File: src/rtl/fifo_uart_drain.sv
// Drains words from a FIFO read port and sends each one as an 8N1-style UART frame.
// Each read is answered by a data-valid strobe within TIMEOUT cycles, or an error pulse is raised.
module fifo_uart_drain #(
    parameter int WIDTH        = 8,
    parameter int CLKS_PER_BIT = 217,
    parameter int TIMEOUT      = 4
) (
    input  logic             i_clk,
    input  logic             i_rst,
    input  logic             i_enable,
    input  logic             i_empty,
    output logic             o_rd_en,
    input  logic             i_rd_dv,
    input  logic [WIDTH-1:0] i_rd_data,
    output logic             o_tx_serial,
    output logic             o_tx_active,
    output logic             o_tx_done,
    output logic             o_err,
    output logic [15:0]      o_word_count
);

    localparam logic [2:0] S_IDLE    = 3'd0;
    localparam logic [2:0] S_RD_WAIT = 3'd1;
    localparam logic [2:0] S_START   = 3'd2;
    localparam logic [2:0] S_DATA    = 3'd3;
    localparam logic [2:0] S_STOP    = 3'd4;

    localparam int BAUD_W = $clog2(CLKS_PER_BIT);
    localparam int IDX_W  = (WIDTH > 1) ? $clog2(WIDTH) : 1;
    localparam int TO_W   = (TIMEOUT > 1) ? $clog2(TIMEOUT) : 1;

    localparam logic [BAUD_W-1:0] BAUD_LAST = BAUD_W'(CLKS_PER_BIT - 1);
    localparam logic [IDX_W-1:0]  IDX_LAST  = IDX_W'(WIDTH - 1);
    localparam logic [TO_W-1:0]   TO_LAST   = TO_W'(TIMEOUT - 1);

    logic [2:0]        state;
    logic [BAUD_W-1:0] baud_cnt;
    logic [IDX_W-1:0]  bit_idx;
    logic [TO_W-1:0]   to_cnt;
    logic [WIDTH-1:0]  shift_reg;

    // All outputs are registered so the serial line never glitches; the baud
    // counter is cleared on every transition so each bit starts a fresh period.
    always_ff @(posedge i_clk or posedge i_rst) begin
        if (i_rst) begin
            state        <= S_IDLE;
            baud_cnt     <= '0;
            bit_idx      <= '0;
            to_cnt       <= '0;
            shift_reg    <= '0;
            o_rd_en      <= 1'b0;
            o_tx_serial  <= 1'b1;
            o_tx_active  <= 1'b0;
            o_tx_done    <= 1'b0;
            o_err        <= 1'b0;
            o_word_count <= '0;
        end else begin
            o_rd_en   <= 1'b0;
            o_tx_done <= 1'b0;
            o_err     <= 1'b0;

            case (state)
                S_IDLE: begin
                    baud_cnt    <= '0;
                    bit_idx     <= '0;
                    to_cnt      <= '0;
                    o_tx_serial <= 1'b1;
                    o_tx_active <= 1'b0;
                    if (i_enable && !i_empty) begin
                        o_rd_en <= 1'b1;
                        state   <= S_RD_WAIT;
                    end
                end

                S_RD_WAIT: begin
                    if (i_rd_dv) begin
                        shift_reg   <= i_rd_data;
                        to_cnt      <= '0;
                        o_tx_serial <= 1'b0;
                        o_tx_active <= 1'b1;
                        state       <= S_START;
                    end else if (to_cnt == TO_LAST) begin
                        to_cnt <= '0;
                        o_err  <= 1'b1;
                        state  <= S_IDLE;
                    end else begin
                        to_cnt <= to_cnt + TO_W'(1);
                    end
                end

                S_START: begin
                    if (baud_cnt == BAUD_LAST) begin
                        baud_cnt    <= '0;
                        bit_idx     <= '0;
                        o_tx_serial <= shift_reg[0];
                        shift_reg   <= shift_reg >> 1;
                        state       <= S_DATA;
                    end else begin
                        baud_cnt <= baud_cnt + BAUD_W'(1);
                    end
                end

                // Bits leave LSB first by shifting the captured word right.
                S_DATA: begin
                    if (baud_cnt == BAUD_LAST) begin
                        baud_cnt <= '0;
                        if (bit_idx == IDX_LAST) begin
                            o_tx_serial <= 1'b1;
                            state       <= S_STOP;
                        end else begin
                            bit_idx     <= bit_idx + IDX_W'(1);
                            o_tx_serial <= shift_reg[0];
                            shift_reg   <= shift_reg >> 1;
                        end
                    end else begin
                        baud_cnt <= baud_cnt + BAUD_W'(1);
                    end
                end

                S_STOP: begin
                    if (baud_cnt == BAUD_LAST) begin
                        baud_cnt     <= '0;
                        o_tx_active  <= 1'b0;
                        o_tx_done    <= 1'b1;
                        o_word_count <= o_word_count + 16'd1;
                        state        <= S_IDLE;
                    end else begin
                        baud_cnt <= baud_cnt + BAUD_W'(1);
                    end
                end

                default: begin
                    state       <= S_IDLE;
                    o_tx_serial <= 1'b1;
                    o_tx_active <= 1'b0;
                end
            endcase
        end
    end

endmodule

File: config.mk
export PLATFORM = sky130hd
export DESIGN_NAME = fifo_uart_drain
export DESIGN_NICKNAME = d
export VERILOG_FILES = /design/src/rtl/fifo_uart_drain.sv
export SDC_FILE = /design/constraint.sdc
export NUM_CORES = 1
export LEC_CHECK = 0
export CAP_MARGIN = 20
export CELL_PAD_IN_SITES_DETAIL_PLACEMENT = 1
export CELL_PAD_IN_SITES_GLOBAL_PLACEMENT = 2
export CORE_MARGIN = 2
export CORE_UTILIZATION = 30
export DETAILED_ROUTE_END_ITERATION = 7
export PLACE_DENSITY_LB_ADDON = 0.12
export SYNTH_ARGS = -nofsm -noshare
export SYNTH_HDL_FRONTEND = slang
export SYNTH_SLANG_ARGS = --single-unit
File: constraint.sdc
create_clock -name i_clk -period 3.4 [get_ports i_clk]
set_clock_uncertainty 0.2 [all_clocks]
set_input_delay 0.34 -clock i_clk [delete_from_list [all_inputs] [get_ports i_clk]]
set_output_delay 0.34 -clock i_clk [all_outputs]
set_load 0.03 [all_outputs]
; Yosys cells after proc, flatten, opt, wreduce, memory -nomap -nowiden
; Cells that the tools add are included.
[classes]
n_eq_ne = 15
n_bitwise = 2
n_mul = 0
n_mux = 36
n_lt_le_gt_ge = 0
n_addsub = 4
shift = 0
div_mod_pow = 0
n_reduce_logical = 15
[op_table]
columns = operator, n
row1 = $mux W8, 5
row2 = $mux W3, 9
row3 = $pmux W8 S3, 1
row4 = $add A16 B1 Y16 const B, 1
row5 = $pmux W8 S2, 1
row6 = $pmux W3 S5, 1
row7 = $ne A2 B2 Y1 const B, 7
row8 = $mux W1, 13
row9 = $pmux W3 S3, 1
row10 = $add A8 B1 Y8 const B, 1
row11 = $eq A8 B8 Y1 const B, 1
row12 = $reduce_and A4 Y1, 2
row13 = $eq A3 B2 Y1 const B, 2
row14 = $eq A3 B3 Y1 const B, 2
row15 = $reduce_and A6 Y1, 1
row16 = $reduce_bool A3 Y1, 2
row17 = $reduce_and A5 Y1, 1
row18 = $mux W2, 2
row19 = $pmux W1 S4, 1
row20 = $pmux W2 S2, 1
row21 = $reduce_bool A2 Y1, 2
row22 = $add A3 B1 Y3 const B, 1
row23 = $eq A3 B1 Y1 const B, 1
row24 = $logic_not A3 Y1, 1
row25 = other kinds (11), 12
[totals]
output_inout_bits = 21
elab_cells = 83
mem_count = 0
inputBits = 13
mem_bits_rw = 0
register_bits = 45
mem_bits_ro = 0
latchBits = 0

; Depth between registers and ports, before layout
[logic_depth]
depth_word = 4
mapped_depth = 8
mapped_depth_nobuf = 6

; Least setup slack after synthesis
; OpenSTA, ideal clock, no wires.
[synth_path]
path_kind = register -> register
from = reg bit_idx[0]
to = reg shift_reg[1]
arrival_time_ps = 1634
setup_ps = 125
path_buffers = 0
synth_period_minus_slack_ps = 1959
path_stages_with_launch = 6
path_slack_ps = 1441
t_required_ps = 3075
cell_sequence = dfrtp_1 ha_1 ha_1 a311oi_2 nand2_4 mux2_4
[synth_between]
elab_chain_len = 3
[synth_lines]
columns = element, line_no
row1 = "start, declared", 38  ; logic [IDX_W-1:0] bit_idx;
row2 = "start signal, assigned", 111  ; bit_idx <= bit_idx + IDX_W'(1);
row3 = $eq A3 B3 Y1, 107  ; if (bit_idx == IDX_LAST) begin
row4 = $ne A2 B2 Y1 (no source line), n/a
row5 = $reduce_and A5 Y1 (no source line), n/a
row6 = "end signal, assigned", 77  ; shift_reg <= i_rd_data;
row7 = "end signal, assigned", 96  ; shift_reg <= shift_reg >> 1;
row8 = "end signal, assigned", 113  ; shift_reg <= shift_reg >> 1;
row9 = "end, declared", 40  ; logic [WIDTH-1:0] shift_reg;
; No other way between the ends.
; A chain may end at the register's enable or synchronous reset.

; Final worst setup path
[layout_path]
from = reg state[1]
to = reg state[0]
[layout_between]
elab_chain_len = 3
elab_cells_between_ends = 13
cone_classes = 10 x eq/ne / 1 x mux / 2 x reduce/logical
[layout_lines]
columns = element, line_no
row1 = "start, declared", 36  ; logic [2:0] state;
row2 = "start signal, assigned", 46  ; state <= S_IDLE;
row3 = "start signal, assigned", 71  ; state <= S_RD_WAIT;
row4 = "start signal, assigned", 81  ; state <= S_START;
row5 = $eq A3 B1 Y1 (tied with other cells), 62  ; case (state)
row6 = $ne A3 B3 Y1 (no source line) / $ne A2 B2 Y1 (equally long branches), n/a
row7 = $reduce_and A6 Y1 (no source line), n/a
; Parallel ways exist; a longest one is shown, timed or not.

==> implementation parameters <==
Parameter                              Value

Outcome
  Status ... complete, no violations

Clocking
  Number of cells upsized or downsized after cts ... 0
  Clock transition at the registers of the reported paths ... 0.10 ns
  Count of buffers added by post-CTS timing repair for setup ... 0
  CTS tree ... built
  Clock tree root driver cell ... sky130_fd_sc_hd__clkbuf_8
  Buffer levels on the longest clock path ... 2
  Total CTS buffers ... 5
  Clock latency reported for the late side of the worst-skew pair ... 0.30 ns
  Hold-fix buffers at CTS ... 0
  Total clock sinks ... 45
  Max H-tree Level ... 2

STA
  Final Hold Violating Endpoints ... 0
  Final cycle utilization of the critical path ... 65.6%
  Setup repair after global routing missed its margin ... false
  Setup TNS after final layout ... 0 ns
  Clock period minus final worst setup slack ... 2.23 ns
  Final max-slew violation count ... 0
  Highest attainable clock frequency ... 0.449 GHz
  Final critical-path setup slack ... 1.17 ns
  Count of endpoints failing setup in the final report ... 0
  Slew at the pin closest to its max-slew limit ... 0.537 ns
  Worst slew margin relative to its limit ... 63.2%

Cells and area
  Sequential cell area ... 1130 µm²
  Ant diodes ... 0
  NumNets Final ... 258
  Number of flip-flops in the largest register ... 16
  Fraction of layout instances using a drive strength above 1 ... 12.5%
  Fin util ... 37.5%
  FILL cells ... 835
  Multi-input logic area ... 1150 µm²
  Synthesis-to-layout area growth ... 21.9%

Global route
  Maximum number of pins on one net before global-route repair ... 46
  Via count of the first global-routing pass ... 1721
  Wire length of the first global-routing pass ... 8.94 mm
  Tot GR Track Use ... 13.0%
  Initial antenna violation count ... 0
  Total congestion overflow after global routing ... 0

Route
  Via count normalized by instance count ... 4.90
  Routed Antenna Nets ... 0
  Average wire per cell in the routed design ... 14.9 µm
  Number of search-and-repair iterations in the first detailed-routing pass ... 4
  Total vias in the final route ... 1677
  Post-route DRC violation count ... 0
  Iteration-0 DRC Markers ... 41
  Total Wirelength ... 5.10 mm

Floorplan
  Number of top-level design ports ... 34
  DIE WIDTH ... 92.5 µm
  Die Span Y ... 92.5 µm
  Floorplan core area ... 7650 µm²
  Starting density of the core ... 30.7%
  Total Die Area ... 8560 µm²
  Cell Rows ... 32

Worst setup path
  Critical Path Start ... state[1]
  Req. time, crit path ... 3.38 ns
  Slowest-stage cell, CP ... sky130_fd_sc_hd__dfrtp_1
  FF-to-FF Start ... state[1]
  Worst reg-to-reg path cell count ... 4
  Startpoint kind of the worst setup timing path ... flip-flop
  Critical path endpoint category ... flip-flop
  Critical path start-end classification ... reg2reg
  CP Cell Sequence ... nand2b_1, a22oi_4, a21oi_1, o22a_1
  Worst stage delay on the critical path ... 0.68 ns
  Crit path max fanout ... 16
  Endpoint arrival time on the critical path ... 2.21 ns

Logic synthesis
  Sequential element share of the synthesized area ... 48.0%
  Netlist area before placement ... 2350 µm²
  Area share of the leading cell type in the synthesized netlist ... 46.8%
  Async set-or-reset flop fraction in the synthesized netlist ... 100%
  Post-synth EDFFs ... 0
  Mean instance size in the synthesized netlist ... 11.5 µm²
  Synth cell types ... 46
  Biggest area contributors in the synthesized netlist ... sky130_fd_sc_hd__dfrtp_1 47%, sky130_fd_sc_hd__mux2_4 3.8%, sky130_fd_sc_hd__xnor2_1 3.4%
  Yosys top cell by area ... sky130_fd_sc_hd__dfrtp_1
  Mapped Cells ... 205
  Synthesis Warnings ... 0
  Synth Net Count ... 224
  Post-synthesis register bit count ... 45
  Flip-flop cell with the highest count after synthesis ... sky130_fd_sc_hd__dfrtp_1

Placement
  Placed wire-length estimate after detailed placement ... 3.53 mm
  Port Buffers ... 33
  Routability cong. ... 0.706
  Worst slack at placement ... 1.13 ns

Power and ir drop
  Power density over the cells ... 314 nW/µm²
  Total power of the final layout ... 0.900 mW
  Leak pwr ... 1.32 nW
  Highest ir drop seen on vdd ... 0.112 mV

Hold path
  Min-delay worst type ... in2async

Run
  Max-capacitance violation count ... 0
-- where the power goes --
part | switching, mW | internal (mW)
logic | 0.0142 | 0.0150
registers | 0 | 0.535
clock network | 0.192 | 0.143
total | 0.207 | 0.693
-- kinds of logic (layout without fill, tap and decap cells) --
family / after synthesis / in the layout / synth area share (%)
adders and majority gates: 6 / 6 / 3.19
and+or+nand+nor: 69 / 69 / 18.8
xor gates and xnor gates: 16 / 16 / 5.96
DFF: 45 / 45 / 48.0
muxes: 18 / 18 / 9.42
buffers and inverters: 14 / 49 / 3.03
AOI/OAI and AO/OA: 37 / 37 / 11.7
-- final timing paths --
path	endpoint	slack (ns)
setup / recovery	state[0]	1.17
hold / removal	o_word_count[10]	0.17
setup reg to reg	state[0]	1.17
hold reg to reg	o_word_count[15]	0.28
max in group asynchronous	o_tx_serial	2.24
min in group i_clk	o_word_count[15]	0.28
-- cell usage in the layout (no fill, tap or decap), drive strengths merged, types with 2 or more instances in the layout --
cell / synthesis / routed
nand2b: 5 / 5
mux2i: 3 / 3
and3: 3 / 3
nand4: 7 / 7
o21ai: 4 / 4
nor2: 5 / 5
inv: 7 / 7
and4: 6 / 6
mux2: 15 / 15
or3b: 2 / 2
clkdlybuf4s50: 0 / 33
a21oi: 10 / 10
a22o: 6 / 6
clkinv: 0 / 2
ha: 6 / 6
and2: 2 / 2
dfrtp: 44 / 44
a21o: 2 / 2
xnor2: 9 / 9
nor4b: 2 / 2
xor2: 7 / 7
clkbuf: 2 / 6
or2: 2 / 2
nand3: 8 / 8
nor3b: 3 / 3
nor3: 7 / 7
nand2: 16 / 16
a31oi: 9 / 9
-- metal layers --
| metal | wire (µm) | global-route usage [%] | up-vias |
|---|---|---|---|
| li1 | - | - | 810 |
| met1 | 2580 | 18.6 | 844 |
| met2 | 2340 | 20.3 | 18 |
| met3 | 132 | 2.93 | 5 |
| met4 | 46 | 2.99 | 0 |
| met5 | 0 | 0 | - |
-- synth_stat cells, types with 3 or more instances --
cell type / n
sky130_fd_sc_hd__dfrtp_1: 44
sky130_fd_sc_hd__nand2_1: 15
sky130_fd_sc_hd__a21oi_1: 10
sky130_fd_sc_hd__a31oi_1: 9
sky130_fd_sc_hd__xnor2_1: 9
sky130_fd_sc_hd__nand3_1: 8
sky130_fd_sc_hd__inv_1: 7
sky130_fd_sc_hd__xor2_1: 7
sky130_fd_sc_hd__a22o_1: 6
sky130_fd_sc_hd__and4_1: 6
sky130_fd_sc_hd__ha_1: 6
sky130_fd_sc_hd__mux2_1: 6
sky130_fd_sc_hd__mux2_4: 6
sky130_fd_sc_hd__nand4_1: 6
sky130_fd_sc_hd__nor3_1: 6
sky130_fd_sc_hd__nand2b_1: 5
sky130_fd_sc_hd__nor2_1: 5
sky130_fd_sc_hd__and3_1: 3
sky130_fd_sc_hd__buf_2: 3
sky130_fd_sc_hd__mux2_2: 3
sky130_fd_sc_hd__mux2i_1: 3
-- critical path, delay by kind of cell (launching register included) --
family	cells	cell delay, ns
flops	1	0.68
simple gates	1	0.44
compound gates	3	0.80
-- per-stage QoR --
| step | std cells | hold WS (ns) | area (µm²) |
|---|---|---|---|
| 5_1_grt | 342 | 0.204 | 2870 |
| 3_5_place_dp | 333 | 0.267 | 2760 |
| 3_3_place_gp | 333 | 0.259 | 2760 |
| 2_1_floorplan | 205 | 0.252 | 2350 |
| 6_report | 342 | 0.169 | 2870 |
| 4_1_cts | 341 | 0.281 | 2850 |
-- final cells by class --
class                   count  share of cell area [%]
clock buffers               6                    2.53
inverters                   7                   0.917
repair buffers             34                    12.2
clock inverters             2                   0.349
multi-input cells         146                    40.2
well taps                 102                    4.45
flip-flops and latches     45                    39.3
Note: power is estimated with default switching activity, not from simulation.
